File: config.mk
export PLATFORM = sky130hd
export DESIGN_NAME = rv_ctl_hs_flat
export DESIGN_NICKNAME = d
export VERILOG_FILES = /design/src/rtl/rv_ctl_hs_pkg.sv /design/src/rtl/rv_ctl_hs_if.sv /design/src/rtl/rv_mem_wait_timer.sv /design/src/rtl/rv_ctl_hs.sv /design/src/flat_wrapper.sv
export SDC_FILE = /design/constraint.sdc
export NUM_CORES = 1
export LEC_CHECK = 0
export BUFFER_PORTS_ARGS = -buffer_cell sky130_fd_sc_hd__buf_2
export CAP_MARGIN = 20
export CORE_AREA = 5 5 79 81
export DETAILED_ROUTE_END_ITERATION = 8
export DIE_AREA = 0 0 84 86
export PLACE_DENSITY_LB_ADDON = 0.05
export SETUP_SLACK_MARGIN = 0.4
export SLEW_MARGIN = 10
export SYNTH_ARGS = -nofsm -noshare
export SYNTH_HDL_FRONTEND = slang
export SYNTH_SLANG_ARGS = --single-unit
File: constraint.sdc
create_clock -name clk -period 4.15 [get_ports clk]
set_input_delay 1.245 -clock clk [delete_from_list [all_inputs] [get_ports clk]]
set_output_delay 1.245 -clock clk [all_outputs]
set_load 0.01 [all_outputs]
File: src/rtl/rv_ctl_hs_pkg.sv
// Shared encodings for the handshaked multicycle RISC-V controller: states,
// datapath select codes, decode keys and trap causes.
package rv_ctl_hs_pkg;

  typedef enum logic [3:0] {
    S_FETCH, S_DECODE, S_LSW_ADDR, S_LW_MEM, S_LW_WB, S_SW_MEM,
    S_R_ALU, S_I_ALU, S_ALU_WB, S_BR_EXEC, S_JAL_EXEC, S_TRAP
  } state_t;

  localparam logic       PC_INC     = 1'b0;
  localparam logic       PC_ALU     = 1'b1;
  localparam logic [1:0] WB_PC      = 2'd0;
  localparam logic [1:0] WB_MDR     = 2'd1;
  localparam logic [1:0] WB_ALUOUT  = 2'd2;
  localparam logic [1:0] IMM_L      = 2'd0;
  localparam logic [1:0] IMM_S      = 2'd1;
  localparam logic [1:0] IMM_B      = 2'd2;
  localparam logic [1:0] IMM_J      = 2'd3;
  localparam logic [1:0] ALUA_REG   = 2'd0;
  localparam logic [1:0] ALUA_PCC   = 2'd1;
  localparam logic [1:0] ALUA_OUT   = 2'd2;
  localparam logic [1:0] ALUB_REG   = 2'd0;
  localparam logic [1:0] ALUB_IMM   = 2'd1;
  localparam logic [1:0] ALUB_FFF   = 2'd2;
  localparam logic [3:0] ALU_ADD    = 4'b0000;
  localparam logic [3:0] ALU_SUB    = 4'b0001;

  // Decode key is {opcode, funct3}; classes that ignore funct3 use wildcards
  localparam logic [9:0] K_LW   = 10'b0000011_010;
  localparam logic [9:0] K_SW   = 10'b0100011_010;
  localparam logic [9:0] K_ALU  = 10'b0110011_???;
  localparam logic [9:0] K_ALUI = 10'b0010011_???;
  localparam logic [9:0] K_BEQ  = 10'b1100011_000;
  localparam logic [9:0] K_BNE  = 10'b1100011_001;
  localparam logic [9:0] K_JAL  = 10'b1101111_???;

  localparam logic [1:0] TC_NONE    = 2'd0;
  localparam logic [1:0] TC_ILLEGAL = 2'd1;
  localparam logic [1:0] TC_TIMEOUT = 2'd2;

  typedef struct packed {
    logic       mem_req;
    logic       memrw;
    logic       pcsource;
    logic       pcwrite;
    logic       pccen;
    logic       irwrite;
    logic       mdrwrite;
    logic [1:0] wbsel;
    logic       regwen;
    logic [1:0] immsel;
    logic [1:0] asel;
    logic [1:0] bsel;
    logic [3:0] alusel;
  } ctl_t;

  function automatic logic is_mem_state(input state_t s);
    return (s == S_FETCH) || (s == S_LW_MEM) || (s == S_SW_MEM);
  endfunction

endpackage

File: src/rtl/rv_ctl_hs_if.sv
// Controller <-> datapath/memory bundle; master is the control FSM.
interface rv_ctl_hs_if #(parameter int RETIRE_W = 32);
  logic [31:0]         instr;
  logic                zero;
  logic                mem_ready;
  logic                mem_req;
  logic                memrw;
  logic                pcsource;
  logic                pcwrite;
  logic                pccen;
  logic                irwrite;
  logic                mdrwrite;
  logic [1:0]          wbsel;
  logic                regwen;
  logic [1:0]          immsel;
  logic [1:0]          asel;
  logic [1:0]          bsel;
  logic [3:0]          alusel;
  logic                trap;
  logic [1:0]          trap_cause;
  logic [RETIRE_W-1:0] retire_cnt;

  modport master (
    input  instr, zero, mem_ready,
    output mem_req, memrw, pcsource, pcwrite, pccen, irwrite, mdrwrite,
           wbsel, regwen, immsel, asel, bsel, alusel, trap, trap_cause, retire_cnt
  );
  modport slave (
    output instr, zero, mem_ready,
    input  mem_req, memrw, pcsource, pcwrite, pccen, irwrite, mdrwrite,
           wbsel, regwen, immsel, asel, bsel, alusel, trap, trap_cause, retire_cnt
  );
endinterface

File: src/rtl/rv_mem_wait_timer.sv
// Counts stalled memory cycles; flags the stall that would exceed MEM_TIMEOUT.
module rv_mem_wait_timer #(
  parameter int MEM_TIMEOUT = 16
) (
  input  logic clk,
  input  logic rst,
  input  logic clear,
  input  logic stall,
  output logic timeout
);
  localparam int TO_W = $clog2(MEM_TIMEOUT + 1);
  localparam int CW   = (TO_W > 0) ? TO_W : 1;

  logic [CW-1:0] wait_cnt;

  always_ff @(posedge clk) begin
    if (rst || clear) wait_cnt <= '0;
    else if (stall)   wait_cnt <= wait_cnt + CW'(1);
  end

  generate
    if (MEM_TIMEOUT == 0) begin : g_no_to
      assign timeout = 1'b0;
    end else begin : g_to
      assign timeout = stall && (wait_cnt == CW'(MEM_TIMEOUT - 1));
    end
  endgenerate
endmodule

File: src/rtl/rv_ctl_hs.sv
// Multicycle RISC-V control FSM with req/ready memory handshake, timeout and
// illegal-instruction traps, and a retired-instruction counter.
module rv_ctl_hs
  import rv_ctl_hs_pkg::*;
#(
  parameter int MEM_TIMEOUT = 16,
  parameter int RETIRE_W    = 32
) (
  input logic          clk,
  input logic          rst,
  rv_ctl_hs_if.master  bus
);
  state_t              state, state_next;
  ctl_t                c;
  logic                retire, timeout, clear, stall;
  logic [1:0]          cause_next, trap_cause;
  logic                trap;
  logic [RETIRE_W-1:0] retire_cnt;
  logic [9:0]          key;
  logic [2:0]          funct3;

  assign key    = {bus.instr[6:0], bus.instr[14:12]};
  assign funct3 = bus.instr[14:12];

  // Restart the wait count on entering a memory state and whenever an access completes
  assign clear = (is_mem_state(state_next) && state_next != state) ||
                 (is_mem_state(state) && bus.mem_ready);
  assign stall = c.mem_req && !bus.mem_ready;

  rv_mem_wait_timer #(.MEM_TIMEOUT(MEM_TIMEOUT)) u_timer (
    .clk(clk), .rst(rst), .clear(clear), .stall(stall), .timeout(timeout)
  );

  always_comb begin
    state_next = state;
    cause_next = TC_NONE;
    case (state)
      S_FETCH:    if (bus.mem_ready) state_next = S_DECODE;
                  else if (timeout) begin state_next = S_TRAP; cause_next = TC_TIMEOUT; end
      S_DECODE: begin
        casez (key)
          K_LW, K_SW:   state_next = S_LSW_ADDR;
          K_ALU:        state_next = S_R_ALU;
          K_ALUI:       state_next = S_I_ALU;
          K_BEQ, K_BNE: state_next = S_BR_EXEC;
          K_JAL:        state_next = S_JAL_EXEC;
          default: begin state_next = S_TRAP; cause_next = TC_ILLEGAL; end
        endcase
      end
      S_LSW_ADDR: state_next = (key == K_SW) ? S_SW_MEM : S_LW_MEM;
      S_LW_MEM:   if (bus.mem_ready) state_next = S_LW_WB;
                  else if (timeout) begin state_next = S_TRAP; cause_next = TC_TIMEOUT; end
      S_SW_MEM:   if (bus.mem_ready) state_next = S_FETCH;
                  else if (timeout) begin state_next = S_TRAP; cause_next = TC_TIMEOUT; end
      S_LW_WB, S_ALU_WB, S_BR_EXEC, S_JAL_EXEC: state_next = S_FETCH;
      S_R_ALU, S_I_ALU: state_next = S_ALU_WB;
      default:    state_next = state;
    endcase
  end

  always_comb begin
    c          = '0;
    c.pcsource = PC_INC;
    c.wbsel    = WB_PC;
    c.immsel   = IMM_B;
    c.asel     = ALUA_REG;
    c.bsel     = ALUB_REG;
    c.alusel   = ALU_ADD;
    retire     = 1'b0;
    case (state)
      S_FETCH: begin
        c.mem_req = 1'b1;
        c.irwrite = bus.mem_ready;
        c.pcwrite = bus.mem_ready;
        c.pccen   = bus.mem_ready;
      end
      S_DECODE:   begin c.asel = ALUA_PCC; c.bsel = ALUB_IMM; end
      S_LSW_ADDR: begin
        c.bsel   = ALUB_IMM;
        c.immsel = (key == K_SW) ? IMM_S : IMM_L;
      end
      S_LW_MEM:   begin c.mem_req = 1'b1; c.mdrwrite = bus.mem_ready; end
      S_LW_WB:    begin c.wbsel = WB_MDR; c.regwen = 1'b1; retire = 1'b1; end
      S_SW_MEM:   begin c.mem_req = 1'b1; c.memrw = 1'b1; retire = bus.mem_ready; end
      S_R_ALU:    c.alusel = {funct3, bus.instr[30]};
      S_I_ALU: begin
        // instr[30] is an immediate bit except for the shift-right pair
        c.bsel   = ALUB_IMM;
        c.immsel = IMM_L;
        c.alusel = {funct3, (funct3 == 3'b101) ? bus.instr[30] : 1'b0};
      end
      S_ALU_WB:   begin c.wbsel = WB_ALUOUT; c.regwen = 1'b1; retire = 1'b1; end
      S_BR_EXEC: begin
        c.alusel   = ALU_SUB;
        c.pcsource = PC_ALU;
        c.pcwrite  = (key == K_BNE) ? !bus.zero : bus.zero;
        retire     = 1'b1;
      end
      S_JAL_EXEC: begin
        c.asel = ALUA_PCC; c.bsel = ALUB_IMM; c.immsel = IMM_J;
        c.pcsource = PC_ALU; c.pcwrite = 1'b1; c.regwen = 1'b1; c.wbsel = WB_PC;
        retire = 1'b1;
      end
      default: ;
    endcase
  end

  always_ff @(posedge clk) begin
    if (rst) begin
      state      <= S_FETCH;
      retire_cnt <= '0;
      trap       <= 1'b0;
      trap_cause <= TC_NONE;
    end else begin
      state <= state_next;
      if (retire) retire_cnt <= retire_cnt + RETIRE_W'(1);
      if (state_next == S_TRAP && state != S_TRAP) begin
        trap       <= 1'b1;
        trap_cause <= cause_next;
      end
    end
  end

  assign bus.mem_req    = c.mem_req;
  assign bus.memrw      = c.memrw;
  assign bus.pcsource   = c.pcsource;
  assign bus.pcwrite    = c.pcwrite;
  assign bus.pccen      = c.pccen;
  assign bus.irwrite    = c.irwrite;
  assign bus.mdrwrite   = c.mdrwrite;
  assign bus.wbsel      = c.wbsel;
  assign bus.regwen     = c.regwen;
  assign bus.immsel     = c.immsel;
  assign bus.asel       = c.asel;
  assign bus.bsel       = c.bsel;
  assign bus.alusel     = c.alusel;
  assign bus.trap       = trap;
  assign bus.trap_cause = trap_cause;
  assign bus.retire_cnt = retire_cnt;
endmodule

File: src/flat_wrapper.sv
// flat-port wrapper written by rule: the top's interface ports become plain ports
module rv_ctl_hs_flat import rv_ctl_hs_pkg::*;
#(
  parameter int MEM_TIMEOUT = 16,
  parameter int RETIRE_W    = 32
)
  (clk, rst, bus_instr, bus_zero, bus_mem_ready, bus_mem_req, bus_memrw, bus_pcsource, bus_pcwrite, bus_pccen, bus_irwrite, bus_mdrwrite, bus_wbsel, bus_regwen, bus_immsel, bus_asel, bus_bsel, bus_alusel, bus_trap, bus_trap_cause, bus_retire_cnt);
  rv_ctl_hs_if #(.RETIRE_W(RETIRE_W)) bus_i ();
  input logic clk;
  input logic rst;
  input wire logic [$bits(bus_i.instr)-1:0] bus_instr;
  input wire logic [$bits(bus_i.zero)-1:0] bus_zero;
  input wire logic [$bits(bus_i.mem_ready)-1:0] bus_mem_ready;
  output wire logic [$bits(bus_i.mem_req)-1:0] bus_mem_req;
  output wire logic [$bits(bus_i.memrw)-1:0] bus_memrw;
  output wire logic [$bits(bus_i.pcsource)-1:0] bus_pcsource;
  output wire logic [$bits(bus_i.pcwrite)-1:0] bus_pcwrite;
  output wire logic [$bits(bus_i.pccen)-1:0] bus_pccen;
  output wire logic [$bits(bus_i.irwrite)-1:0] bus_irwrite;
  output wire logic [$bits(bus_i.mdrwrite)-1:0] bus_mdrwrite;
  output wire logic [$bits(bus_i.wbsel)-1:0] bus_wbsel;
  output wire logic [$bits(bus_i.regwen)-1:0] bus_regwen;
  output wire logic [$bits(bus_i.immsel)-1:0] bus_immsel;
  output wire logic [$bits(bus_i.asel)-1:0] bus_asel;
  output wire logic [$bits(bus_i.bsel)-1:0] bus_bsel;
  output wire logic [$bits(bus_i.alusel)-1:0] bus_alusel;
  output wire logic [$bits(bus_i.trap)-1:0] bus_trap;
  output wire logic [$bits(bus_i.trap_cause)-1:0] bus_trap_cause;
  output wire logic [$bits(bus_i.retire_cnt)-1:0] bus_retire_cnt;
  assign bus_i.instr = bus_instr;
  assign bus_i.zero = bus_zero;
  assign bus_i.mem_ready = bus_mem_ready;
  assign bus_mem_req = bus_i.mem_req;
  assign bus_memrw = bus_i.memrw;
  assign bus_pcsource = bus_i.pcsource;
  assign bus_pcwrite = bus_i.pcwrite;
  assign bus_pccen = bus_i.pccen;
  assign bus_irwrite = bus_i.irwrite;
  assign bus_mdrwrite = bus_i.mdrwrite;
  assign bus_wbsel = bus_i.wbsel;
  assign bus_regwen = bus_i.regwen;
  assign bus_immsel = bus_i.immsel;
  assign bus_asel = bus_i.asel;
  assign bus_bsel = bus_i.bsel;
  assign bus_alusel = bus_i.alusel;
  assign bus_trap = bus_i.trap;
  assign bus_trap_cause = bus_i.trap_cause;
  assign bus_retire_cnt = bus_i.retire_cnt;
  rv_ctl_hs #(.MEM_TIMEOUT(MEM_TIMEOUT), .RETIRE_W(RETIRE_W)) u_core (.clk(clk), .rst(rst), .bus(bus_i));
endmodule
# Word-level counts from Yosys, hierarchy flattened
# Cells that the tools add are included.
dict set report classes {
  n_addsub 2
  n_eq_ne 24
  muxes 26
  n_reduce_logical 24
}
# operator n
set op_table {}
lappend op_table {{$add 32x1->32 const B} 1}
lappend op_table {{$pmux 4 s7} 1}
lappend op_table {{$eq 10x10->1 const B} 2}
lappend op_table {{$eq 4x3->1 const B} 5}
lappend op_table {{$pmux 4 s5} 1}
lappend op_table {{$eq 4x4->1 const B} 4}
lappend op_table {{$mux 4} 4}
lappend op_table {{$eq 4x2->1 const B} 3}
lappend op_table {{$pmux 4 s3} 1}
lappend op_table {{$eq 10x5->1 const B} 1}
lappend op_table {{$eq 10x9->1 const B} 1}
lappend op_table {{$mux 1} 10}
lappend op_table {{$reduce_or 2->1} 5}
lappend op_table {{$pmux 3 s3} 1}
lappend op_table {{$logic_not 4->1} 2}
lappend op_table {{$reduce_or 4->1} 2}
lappend op_table {{$eq 7x5->1 const B} 1}
lappend op_table {{$eq 7x6->1 const B} 1}
lappend op_table {{$eq 7x7->1 const B} 1}
lappend op_table {{$reduce_or 7->1} 1}
lappend op_table {{$logic_or 1x1->1} 6}
lappend op_table {{$mux 2} 3}
lappend op_table {{$pmux 2 s3} 1}
lappend op_table {{$add 5x1->5 const B} 1}
lappend op_table {{other kinds (12)} 17}
dict set report totals {
  register_bits 44
  input_bits 36
  out_inout_bits 55
  word_cells 81
}

# Longest topological paths before layout
# Gate-level depths: netlist of the first run.
dict set report depth {
  word_depth 14
  depth_mapped 12
  ltp_nobuf 9
}

# Cells and area by module
# From an unflattened synthesis of the first run, not the netlist that was laid out.
dict set report unflattened {
  hier_cells 373
  hier_area_um2 2882.8
}
# mod instances cells_per_inst area_each_um2 seq_area_each_um2
set modules_own_cells {}
lappend modules_own_cells {rv_ctl_hs 1 348 2610.0 780.7}
lappend modules_own_cells {rv_mem_wait_timer 1 25 272.8 100.1}

# Worst setup path before layout of the first run
# No wires, ideal clock.
dict set report synth_path {
  path_kind {input to register}
  startpoint {input port bus_instr[3]}
  endpoint {register u_core.retire_cnt[29] (netlist: u_core.bus.retire_cnt[29])}
  setup_time_ps 71
  arrival_time_ps 3486
  required_time_ps 4079
  path_slack_ps 593
  path_stages 8
  n_path_buf 2
  cell_sequence {and4bb_2 o211ai_1 a2111o_1 or4_1 buf_2 buf_6 or4_1 a21oi_1}
}
# item line_no
set synth_lines {}
lappend synth_lines {{start, declared} flat_wrapper.sv:11} ;# input wire logic [$bits(bus_i.instr)-1:0] bus_instr;
lappend synth_lines {{end signal, assigned} rv_ctl_hs.sv:116} ;# if (retire) retire_cnt <= retire_cnt + RETIRE_W'(1);
lappend synth_lines {{end, declared} rv_ctl_hs.sv:18} ;# logic [RETIRE_W-1:0] retire_cnt;

# Final worst setup path of the first run
dict set report layout_path {
  startpoint {input port bus_instr[2]}
  endpoint {output port bus_pcwrite}
}
dict set report layout_via {
  elab_chain_cells 3
}
# item line_no
set layout_rtl {}
lappend layout_rtl {{$eq 10x10->1} rv_ctl_hs.sv:96} ;# c.pcwrite = (key == K_BNE) ? !bus.zero : bus.zero;
lappend layout_rtl {{$mux 1} rv_ctl_hs.sv:96}
lappend layout_rtl {{$pmux 1 s3} rv_ctl_hs.sv:70} ;# case (state)
lappend layout_rtl {{end, declared} flat_wrapper.sv:17} ;# output wire logic [$bits(bus_i.pcwrite)-1:0] bus_pcwrite;
# No other way between the ends.

==> results of run 1 <==
repair_timing:
| action | in CTS | in global routing |
|---|---|---|
| pin swaps | 1 | 0 |
| resized for setup | 1 | 1 |
| buffers inserted | 1 | 0 |
| setup endpoints to repair | 1 | 3 |
| hold buffers | 0 | 0 |
stage by stage:
step / worst slack (ns) / power [µW]
finish: 0.450 / 1520
global route: 0.367 / 1640
global placement: 0.327 / 1180
floorplan: 0.593 / 1050
CTS: 0.446 / 1520
detailed placement: 0.251 / 1190
routing by layer:
metal / part of all wire [%] / wire length [µm] / GRT usage, % / vias to the layer above
met5: 0 / 0 / 0 / -
met4: 0.71 / 47 / 4.82 / 0
met3: 4.8 / 320 / 3.55 / 6
met2: 51 / 3360 / 33.1 / 58
met1: 44 / 2900 / 20.6 / 1311
li1: - / - / - / 1417
cells in the mapped netlist, types with 2 or more instances:
| master | number | area (µm²) |
|---|---|---|
| dfxtp_1 | 44 | 881 |
| a21oi_1 | 41 | 205 |
| nand2_1 | 29 | 109 |
| nor2_1 | 27 | 101 |
| o21ai_0 | 22 | 110 |
| or4_1 | 20 | 150 |
| clkbuf_1 | 19 | 71.3 |
| o31ai_1 | 17 | 128 |
| or3_1 | 15 | 93.8 |
| nand3_1 | 12 | 60.1 |
| inv_1 | 11 | 41.3 |
| nand4_1 | 11 | 68.8 |
| nor3_1 | 10 | 50.1 |
| and3_1 | 7 | 43.8 |
| and4_1 | 6 | 52.6 |
| nand2b_1 | 4 | 25.0 |
| nor3b_1 | 4 | 30.0 |
| and2_1 | 3 | 18.8 |
| buf_2 | 3 | 15.0 |
| buf_4 | 3 | 22.5 |
| ha_1 | 3 | 37.5 |
| nor4b_1 | 3 | 26.3 |
| o22ai_1 | 3 | 18.8 |
| a211oi_1 | 2 | 15.0 |
| a31oi_1 | 2 | 12.5 |
| buf_6 | 2 | 22.5 |
| nor2b_1 | 2 | 12.5 |
| nor4_1 | 2 | 12.5 |
| o21a_1 | 2 | 15.0 |
| or4b_2 | 2 | 20.0 |
| xnor2_1 | 2 | 17.5 |
| xor2_1 | 2 | 17.5 |
tightest hold or removal path, stage by stage (launching register included):
cell and delay, ns:
dfxtp_1 0.31, inv_1 0.04, a21oi_1 0.05
cells by family (layout without fill, tap and decap cells):
logic type	count (synthesis)	count (layout)	share of synthesized area, %
AO/OA/AOI/OAI	96	96	21.4
buffers and inverters	38	90	6.52
XOR/XNOR	4	4	1.32
adder cells (fa/ha/maj)	3	3	1.42
AND/OR/NAND/NOR	164	164	35.6
multiplexers	1	1	0.378
flip-flops	44	44	33.3
other	1	2	0.142
registers in the layout (all words and copies together), names as in the netlist:
signal / count
u_core.state: 4
u_core.bus.trap_cause: 2
u_core.bus.trap: 1
u_core.u_timer.wait_cnt: 5
u_core.bus.retire_cnt: 32
report_power, final:
| group | internal (µW) | switching [µW] | total, µW | leakage [µW] |
|---|---|---|---|---|
| Combinational | 242 | 414 | 657 | 0.000801 |
| Clock | 178 | 147 | 326 | 0.0000541 |
| Sequential | 453 | 86.4 | 539 | 0.000355 |
cell type report:
| cell class | count | area, µm² |
|---|---|---|
| flip-flops and latches | 44 | 881 |
| fillers | 544 | 2300 |
| clock inverters | 3 | 42.5 |
| well taps | 72 | 90.1 |
| repair buffers | 71 | 378 |
| multi-input cells | 270 | 1610 |
| clock buffers | 5 | 68.8 |
| inverters | 11 | 41.3 |
path summary, 6_finish.rpt:
check                                  start                   endpoint  slack (ns)  cells after the start
setup reg to reg  u_core.u_timer.wait_cnt[0]  u_core.bus.retire_cnt[12]        0.89                     10
setup / recovery                bus_instr[2]                bus_pcwrite        0.45                      8
hold reg to reg              u_core.bus.trap            u_core.bus.trap        0.45                      2
hold / removal               u_core.bus.trap            u_core.bus.trap        0.45                      2
==> results_dict.tcl, run 1 <==
set metrics [dict create \
    status "finished, final reports clean" \
    power_density_nw_per_um2 489 \
    worst_setup_path_end_kind "output pin" \
    remaining_drc_errors 0 \
    path_delay_family "simple AND/OR/NAND/NOR gates" \
    rows 27 \
    slew_violations 0 \
    die_x_um 84 \
    htree_levels 2 \
    drtPass1Iterations 4 \
    cts-buffers-inserted 5 \
    drt_wl_total_um 6630 \
    tns_ns 0 \
    path_class "input pin to output pin" \
    synth_area_per_cell_um2 7.55 \
    wl_per_cell_um 13.9 \
    ys_ff_latch 44 \
    insertion_delay_ns 0.30 \
    syn_inst 351 \
    path_buf_inv 2 \
    final_cell_mix "67 x buf_2, 44 x dfxtp_1, 41 x a21oi_1" \
    pin_count 91 \
    synthArstFlopShare_pct 0 \
    worstPathMaxFanout 2 \
    dp_cells 467 \
    yosysWarnings 0 \
    cts_max_path_buffers 2 \
    vias_per_cell 5.87 \
    critical-path-max-stage-delay_ns 0.33 \
    critical_path.slowest_cell "and4bb_4" \
    rsz0062_at_grt "true" \
    area_growth_pct 17.3 \
    design_area_um2 3110 \
    vdd_drop_max_mv 0.337 \
    finalCriticalPeriod_ns 3.70 \
    clk_pin_slew_ns 0.08 \
    start_kind "input pin" \
    drtIter0Drc 175 \
    skew_ns 0.00765 \
    dp_hpwl_um 4690 \
    gp_congestion 0.847 \
    placed_cell_area_um2 2980 \
    finalHoldViolations 0 \
    grt_max_degree 61 \
    die_y_um 86 \
    drive_above_1_share_pct 21.0 \
    clock.fmax_mhz 270 \
    cp.arrival_ns 2.46 \
    synth.distinct_cells 48 \
    cpMostUsedCell "buf_2" \
    total_leakage_power_uw 0.00121 \
    setup_violations 0 \
    stdcell_count 476 \
    antenna_left 0 \
    clock-sinks 44 \
    design.core.area_um2 5410 \
    final_common_cell "buf_2" \
    start_util_pct 49.0 \
    grt_first_pass_wirelength_um 11000 \
    finalCoreUtilization_pct 57.5 \
    fp.dieArea_um2 7220 \
    cts_tree "done" \
    grt.overflow.total 0 \
    worstMarginPinSlew_ns 0.739 \
    hold_class "flip-flop to flip-flop" \
    num-nets-final 442 \
    track_usage_pct 17.8 \
    crit_required_ns 2.90 \
    portBuffers 67 \
    synth_flop_cell "dfxtp_1" \
    cap_violations 0 \
    cts_root_buf "clkbuf_8" \
    crit_chain "buf_2, and4bb_4, nand4_1, xnor2_1, a31oi_1, o21a_1, nor2_1, buf_2" \
    slew_headroom_pct 50.7 \
    fin_crit_sh_pct 89.2 \
    whs_ns 0.446 \
    seq_area_frac_synth_pct 33.3 \
    synth-edff-count 0 \
    num_vias 2792 \
    antenna_found_initial 0 \
    grt_pass1_vias 2499 \
    synth_area_um2 2650 \
    num_antenna_cells 0 \
]
Note: power is estimated with default switching activity, not from simulation.
==> inputs of run 2 (changes only) <==
--- a/config.mk
+++ b/config.mk
@@ -7,9 +7,11 @@
 export LEC_CHECK = 0
 export BUFFER_PORTS_ARGS = -buffer_cell sky130_fd_sc_hd__buf_2
 export CAP_MARGIN = 20
-export CORE_AREA = 5 5 79 81
+export CELL_PAD_IN_SITES_DETAIL_PLACEMENT = 1
+export CELL_PAD_IN_SITES_GLOBAL_PLACEMENT = 2
+export CORE_AREA = 5 5 106 108
 export DETAILED_ROUTE_END_ITERATION = 8
-export DIE_AREA = 0 0 84 86
+export DIE_AREA = 0 0 111 113
 export PLACE_DENSITY_LB_ADDON = 0.05
 export SETUP_SLACK_MARGIN = 0.4
 export SLEW_MARGIN = 10
==> run 2 against run 1 <==
Sequential power down 2%. Combinational power up 9.7%. Sequential share of layout area down 0.99 points. Worst hold slack better by 0.00095 ns. Sequential cell count unchanged. Worst setup slack better by 0.015 ns. Power up 3.9%. Critical path type unchanged. Highest routed layer unchanged.
==> results_dict.tcl, run 2 (synthesized netlist as in run 1, its figures left out) <==
set metrics [dict create \
    min_from "u_core.bus.trap" \
    regMostFlops "u_core.bus.retire_cnt" \
    remaining_drc_errors 0 \
    antenna_found_initial 0 \
    cts-buffers-inserted 5 \
    vdd_drop_max_mv 0.323 \
    pin_count 91 \
    hold_path_depth 2 \
    clock.fmax_mhz 271 \
    placed_cell_area_um2 3080 \
    grt_pass1_vias 2852 \
    fin_crit_sh_pct 88.8 \
    cts_max_path_buffers 2 \
    final_common_cell "buf_2" \
    worstPathMaxFanout 2 \
    power_density_nw_per_um2 491 \
    final_cell_mix "66 x buf_2, 44 x dfxtp_1, 41 x a21oi_1" \
    rsz0062_at_grt "true" \
    finalCriticalPeriod_ns 3.69 \
    design_area_um2 3220 \
    path_class "input pin to output pin" \
    fp.dieArea_um2 12500 \
    dp_hpwl_um 6120 \
    worst-r2r-cell-count 10 \
    start_util_pct 26.1 \
    die_y_um 113 \
    total_leakage_power_uw 0.00123 \
    clock-sinks 44 \
    antenna_left 0 \
    rows 37 \
    tns_ns 0 \
    num_vias 2845 \
    timing.rr.start "u_core.u_timer.wait_cnt[0]" \
    postCtsHoldBufs 0 \
    area_growth_pct 21.6 \
    drtPass1Iterations 4 \
    gp_congestion 0.751 \
    die_x_um 111 \
    cts_root_buf "clkbuf_8" \
    largest_reg_flops 32 \
    skew_ns 0.0111 \
    crit_required_ns 2.90 \
    worstMarginPinSlew_ns 0.808 \
    slew_headroom_pct 46.2 \
    worst_setup_path_end_kind "output pin" \
    setup_violations 0 \
    grt.overflow.total 0 \
    finalHoldViolations 0 \
    reg_top3 "u_core.bus.retire_cnt (32), u_core.u_timer.wait_cnt (5), u_core.state (4)" \
    wl_per_cell_um 15.7 \
    status "finished, final reports clean" \
    grt_max_degree 61 \
    cp.arrival_ns 2.44 \
    clk_pin_slew_ns 0.08 \
    vias_per_cell 5.23 \
    num-nets-final 446 \
    insertion_delay_ns 0.30 \
    grt_first_pass_wirelength_um 14300 \
    cap_violations 0 \
    track_usage_pct 13.6 \
    drtIter0Drc 136 \
    cts_tree "done" \
    r2r-end "u_core.bus.retire_cnt[15]" \
    design.core.area_um2 10100 \
    htree_levels 2 \
    worstHoldEndpoint "u_core.bus.trap" \
    reg2reg_slack_ns 0.81 \
    slew_violations 0 \
    drive_above_1_share_pct 21.8 \
    portBuffers 67 \
    drt_wl_total_um 8560 \
    num_antenna_cells 0 \
    hold_class "flip-flop to flip-flop" \
    nFillCells 1233 \
    start_kind "input pin" \
]
==> run 2: cell count changes in the layout (fill, tap and decap cells not counted) <==
| cell | change |
|---|---|
| and3b_1 | -1 |
| and3b_2 | +1 |
| buf_2 | -1 |
| buf_4 | +4 |
| buf_6 | +1 |
| clkbuf_1 | +1 |
| clkinvlp_4 | -1 |
| nor2_1 | -1 |
| nor2_2 | +1 |
| or4_1 | +1 |
| or4_4 | -1 |
==> run 2: report_power, final <==
group          switching (µW)  total [µW]  internal (µW)  leakage [µW]
clock                     154         333            179     0.0000552
sequential               73.9         527            453      0.000355
combinational             468         721            253      0.000822
total                     696        1580            885       0.00123
==> run 2: how the worst max path moves through the flow <==
stage	startpoint	end	slack (ns)	depth (start not counted)
final	bus_instr[2]	bus_pcwrite	0.46	8
after global routing	bus_instr[2]	bus_pcwrite	0.34	8
after CTS	bus_instr[2]	bus_pcwrite	0.41	8
after detailed placement	bus_instr[3]	u_core.bus.retire_cnt[22]	0.27	8
after global placement	bus_instr[3]	u_core.bus.retire_cnt[18]	0.26	8
after floorplan	bus_instr[3]	u_core.bus.retire_cnt[29]	0.59	8
==> run 2: layout make-up <==
type / count / area (µm²) / share of cell area [%]
Multi-Input combinational cell: 270 / 1610 / 49.9
Tap cell: 136 / 170 / 5.28
Inverter: 11 / 41.3 / 1.28
Timing Repair Buffer: 75 / 414 / 12.9
Sequential cell: 44 / 881 / 27.4
Clock inverter: 2 / 35.0 / 1.09
Clock buffer: 6 / 72.6 / 2.25
==> run 2: per-stage QoR <==
stage | setup WS, ns | cells | total power, µW | hold WS, ns | util, %
2_1_floorplan | 0.593 | 352 | 1050 | 0.453 | -
3_3_place_gp | 0.259 | 534 | 1260 | 0.434 | 30.4
3_5_place_dp | 0.273 | 534 | 1260 | 0.443 | 30.4
4_1_cts | 0.405 | 544 | 1610 | 0.454 | 31.7
5_1_grt | 0.336 | 544 | 1720 | 0.492 | 31.8
6_report | 0.465 | 544 | 1580 | 0.447 | 31.8
==> run 2: worst max-delay path: stages <==
cell and delay (ns):
buf_6 0.09, and4bb_4 0.32, nand4_1 0.09, xnor2_1 0.16, a31oi_1 0.11, o21a_1 0.20, nor2_1 0.08, buf_2 0.14
==> run 2: repair_timing <==
item,4_1_cts,5_1_grt
pin swaps,5,3
setup endpoints to repair,1,1
setup buffers,2,0
gates cloned,0,0
resized for setup,3,1
==> run 2: per-layer routing <==
layer / routed length (µm) / track usage [%] / share of wire (%)
met5: 0 / 0 / 0
met4: 104 / 3.28 / 1.2
met3: 347 / 2.83 / 4.1
met2: 4130 / 23.1 / 48
met1: 3980 / 17.8 / 46
==> inputs of run 3 (changes only) <==
--- a/config.mk
+++ b/config.mk
@@ -9,9 +9,10 @@
 export CAP_MARGIN = 20
 export CELL_PAD_IN_SITES_DETAIL_PLACEMENT = 1
 export CELL_PAD_IN_SITES_GLOBAL_PLACEMENT = 2
-export CORE_AREA = 5 5 106 108
+export CORE_AREA = 2 2 103 105
+export CTS_CLUSTER_SIZE = 24
 export DETAILED_ROUTE_END_ITERATION = 8
-export DIE_AREA = 0 0 111 113
+export DIE_AREA = 0 0 105 107
 export PLACE_DENSITY_LB_ADDON = 0.05
 export SETUP_SLACK_MARGIN = 0.4
 export SLEW_MARGIN = 10
==> run 3 against run 2 <==
Utilization is 0.30 points lower. Power shrank 4.6%. Routed wire length down 4.9%. Final area is 1.4% lower. Largest power group unchanged. Combinational power increased by 0.8%. Fmax is 0.27% higher. Clock skew shrank 0.0023 ns. Worst setup slack gained 0.010 ns. Clock power is 19% lower. Critical endpoint unchanged. Register-to-register slack improved by 0.04 ns.
==> results_dict.tcl, run 3 (synthesized netlist as in run 1, its figures left out) <==
set metrics [dict create \
    grt_max_degree 41 \
    die_y_um 107 \
    path_buf_inv 2 \
    crit_chain "buf_2, and4bb_4, nand4_1, xnor2_1, a31oi_1, o21a_1, nor2_1, buf_2" \
    total_leakage_power_uw 0.00121 \
    track_usage_pct 14.6 \
    worstMarginPinSlew_ns 0.786 \
    num_antenna_cells 0 \
    tns_ns 0 \
    grt_pass1_vias 2812 \
    vdd_drop_max_mv 0.205 \
    cts_root_buf "clkbuf_8" \
    cp.arrival_ns 2.43 \
    power_density_nw_per_um2 475 \
    num-nets-final 446 \
    cts_tree "done" \
    antenna_found_initial 0 \
    design.core.area_um2 10100 \
    remaining_drc_errors 0 \
    cts-buffers-inserted 5 \
    clock-sinks 44 \
    critical_path.slowest_cell "and4bb_4" \
    hold_class "flip-flop to flip-flop" \
    drt_wl_total_um 8140 \
    worst_slack_ns 0.475 \
    skew_ns 0.00879 \
    num_vias 2849 \
    clock.fmax_mhz 272 \
    insertion_delay_ns 0.30 \
    drive_above_1_share_pct 21.4 \
    regArea_um2 881 \
    clk_pin_slew_ns 0.09 \
    fin_crit_sh_pct 88.6 \
    start_util_pct 26.2 \
    worst_setup_path_end_kind "output pin" \
    postCtsHoldBufs 0 \
    dp_hpwl_um 5890 \
    critical-path-max-stage-delay_ns 0.33 \
    crit_required_ns 2.90 \
    dp_cells 535 \
    reg_top3 "u_core.bus.retire_cnt (32), u_core.u_timer.wait_cnt (5), u_core.state (4)" \
    finalHoldViolations 0 \
    fp.dieArea_um2 11200 \
    start_kind "input pin" \
    area_growth_pct 19.9 \
    vias_per_cell 5.25 \
    slew_headroom_pct 47.6 \
    final_common_cell "buf_2" \
    cpMostUsedCell "buf_2" \
    status "finished, final reports clean" \
    slew_violations 0 \
    pre_cts_slack_ns 0.235 \
    multi_input_area_um2 1600 \
    drtPass1Iterations 4 \
    pin_count 91 \
    cts_max_path_buffers 2 \
    htree_levels 2 \
    grt_first_pass_wirelength_um 13600 \
    gp_congestion 0.766 \
    grt.overflow.total 0 \
    drtIter0Drc 65 \
    largest_reg_flops 32 \
    rsz0062_at_grt "true" \
    path_class "input pin to output pin" \
    final_cell_mix "67 x buf_2, 44 x dfxtp_1, 41 x a21oi_1" \
    path_delay_family "simple AND/OR/NAND/NOR gates" \
    worstPathMaxFanout 2 \
    die_x_um 105 \
    portBuffers 67 \
    stdcell_count 543 \
    setup_violations 0 \
    regMostFlops "u_core.bus.retire_cnt" \
    finalCriticalPeriod_ns 3.68 \
    antenna_left 0 \
    cap_violations 0 \
    wl_per_cell_um 15.0 \
    nFillCells 1269 \
    rows 37 \
]
==> run 3: final timing paths <==
path	slack (ns)	endpoint	start	depth (start not counted)
max	0.47	bus_pcwrite	bus_instr[2]	8
min	0.45	u_core.bus.trap	u_core.bus.trap	2
max reg2reg	0.85	u_core.bus.retire_cnt[13]	u_core.u_timer.wait_cnt[0]	10
min reg2reg	0.45	u_core.bus.trap	u_core.bus.trap	2
==> run 3: repair_timing <==
| action | in CTS | in global routing |
|---|---|---|
| resized for setup | 1 | 1 |
| setup buffers | 1 | 0 |
| pin swaps | 1 | 0 |
| setup endpoints to repair | 1 | 5 |
==> run 3: power by group <==
part	leakage, µW	switching (µW)	internal (µW)	total [µW]
clock	0.0000400	157	114	271
sequential	0.000355	57.1	453	510
combinational	0.000815	480	248	727
==> run 3: area by class of cell <==
cell class                      instances  share of cell area, %
Clock buffer                            5                   2.17
Clock inverter                          2                  0.394
Inverter                               11                   1.30
Multi-Input combinational cell        270                   50.5
Sequential cell                        44                   27.7
Tap cell                              136                   5.36
Timing Repair Buffer                   75                   12.6
==> run 3: layer usage <==
| metal | vias up | track usage, % | wire length (µm) |
|---|---|---|---|
| met2 | 37 | 26.3 | 4080 |
| met1 | 1383 | 18.3 | 3770 |
| met3 | 8 | 2.37 | 203 |
| li1 | 1421 | - | - |
| met4 | 0 | 3.14 | 81 |
| met5 | - | 0 | 0 |
==> run 3: worst reg2reg max path, stage by stage, from the launching register on <==
cell and delay (ns):
dfxtp_1 0.35, ha_1 0.24, and3_1 0.20, ha_1 0.22
or4b_2 0.21, o32ai_1 0.07, or3_1 0.45, or4_1 0.59
buf_6 0.22, or4_1 0.52, a21oi_1 0.16
==> run 3: per-stage QoR <==
stage | power [µW] | util [%] | hold WS, ns | cell area [µm²]
6_report | 1510 | 31.5 | 0.453 | 3180
4_1_cts | 1530 | 31.4 | 0.458 | 3170
3_5_place_dp | 1250 | 30.5 | 0.443 | 3080
3_3_place_gp | 1240 | 30.5 | 0.442 | 3080
2_1_floorplan | 1050 | - | 0.453 | 2650
5_1_grt | 1640 | 31.5 | 0.488 | 3180
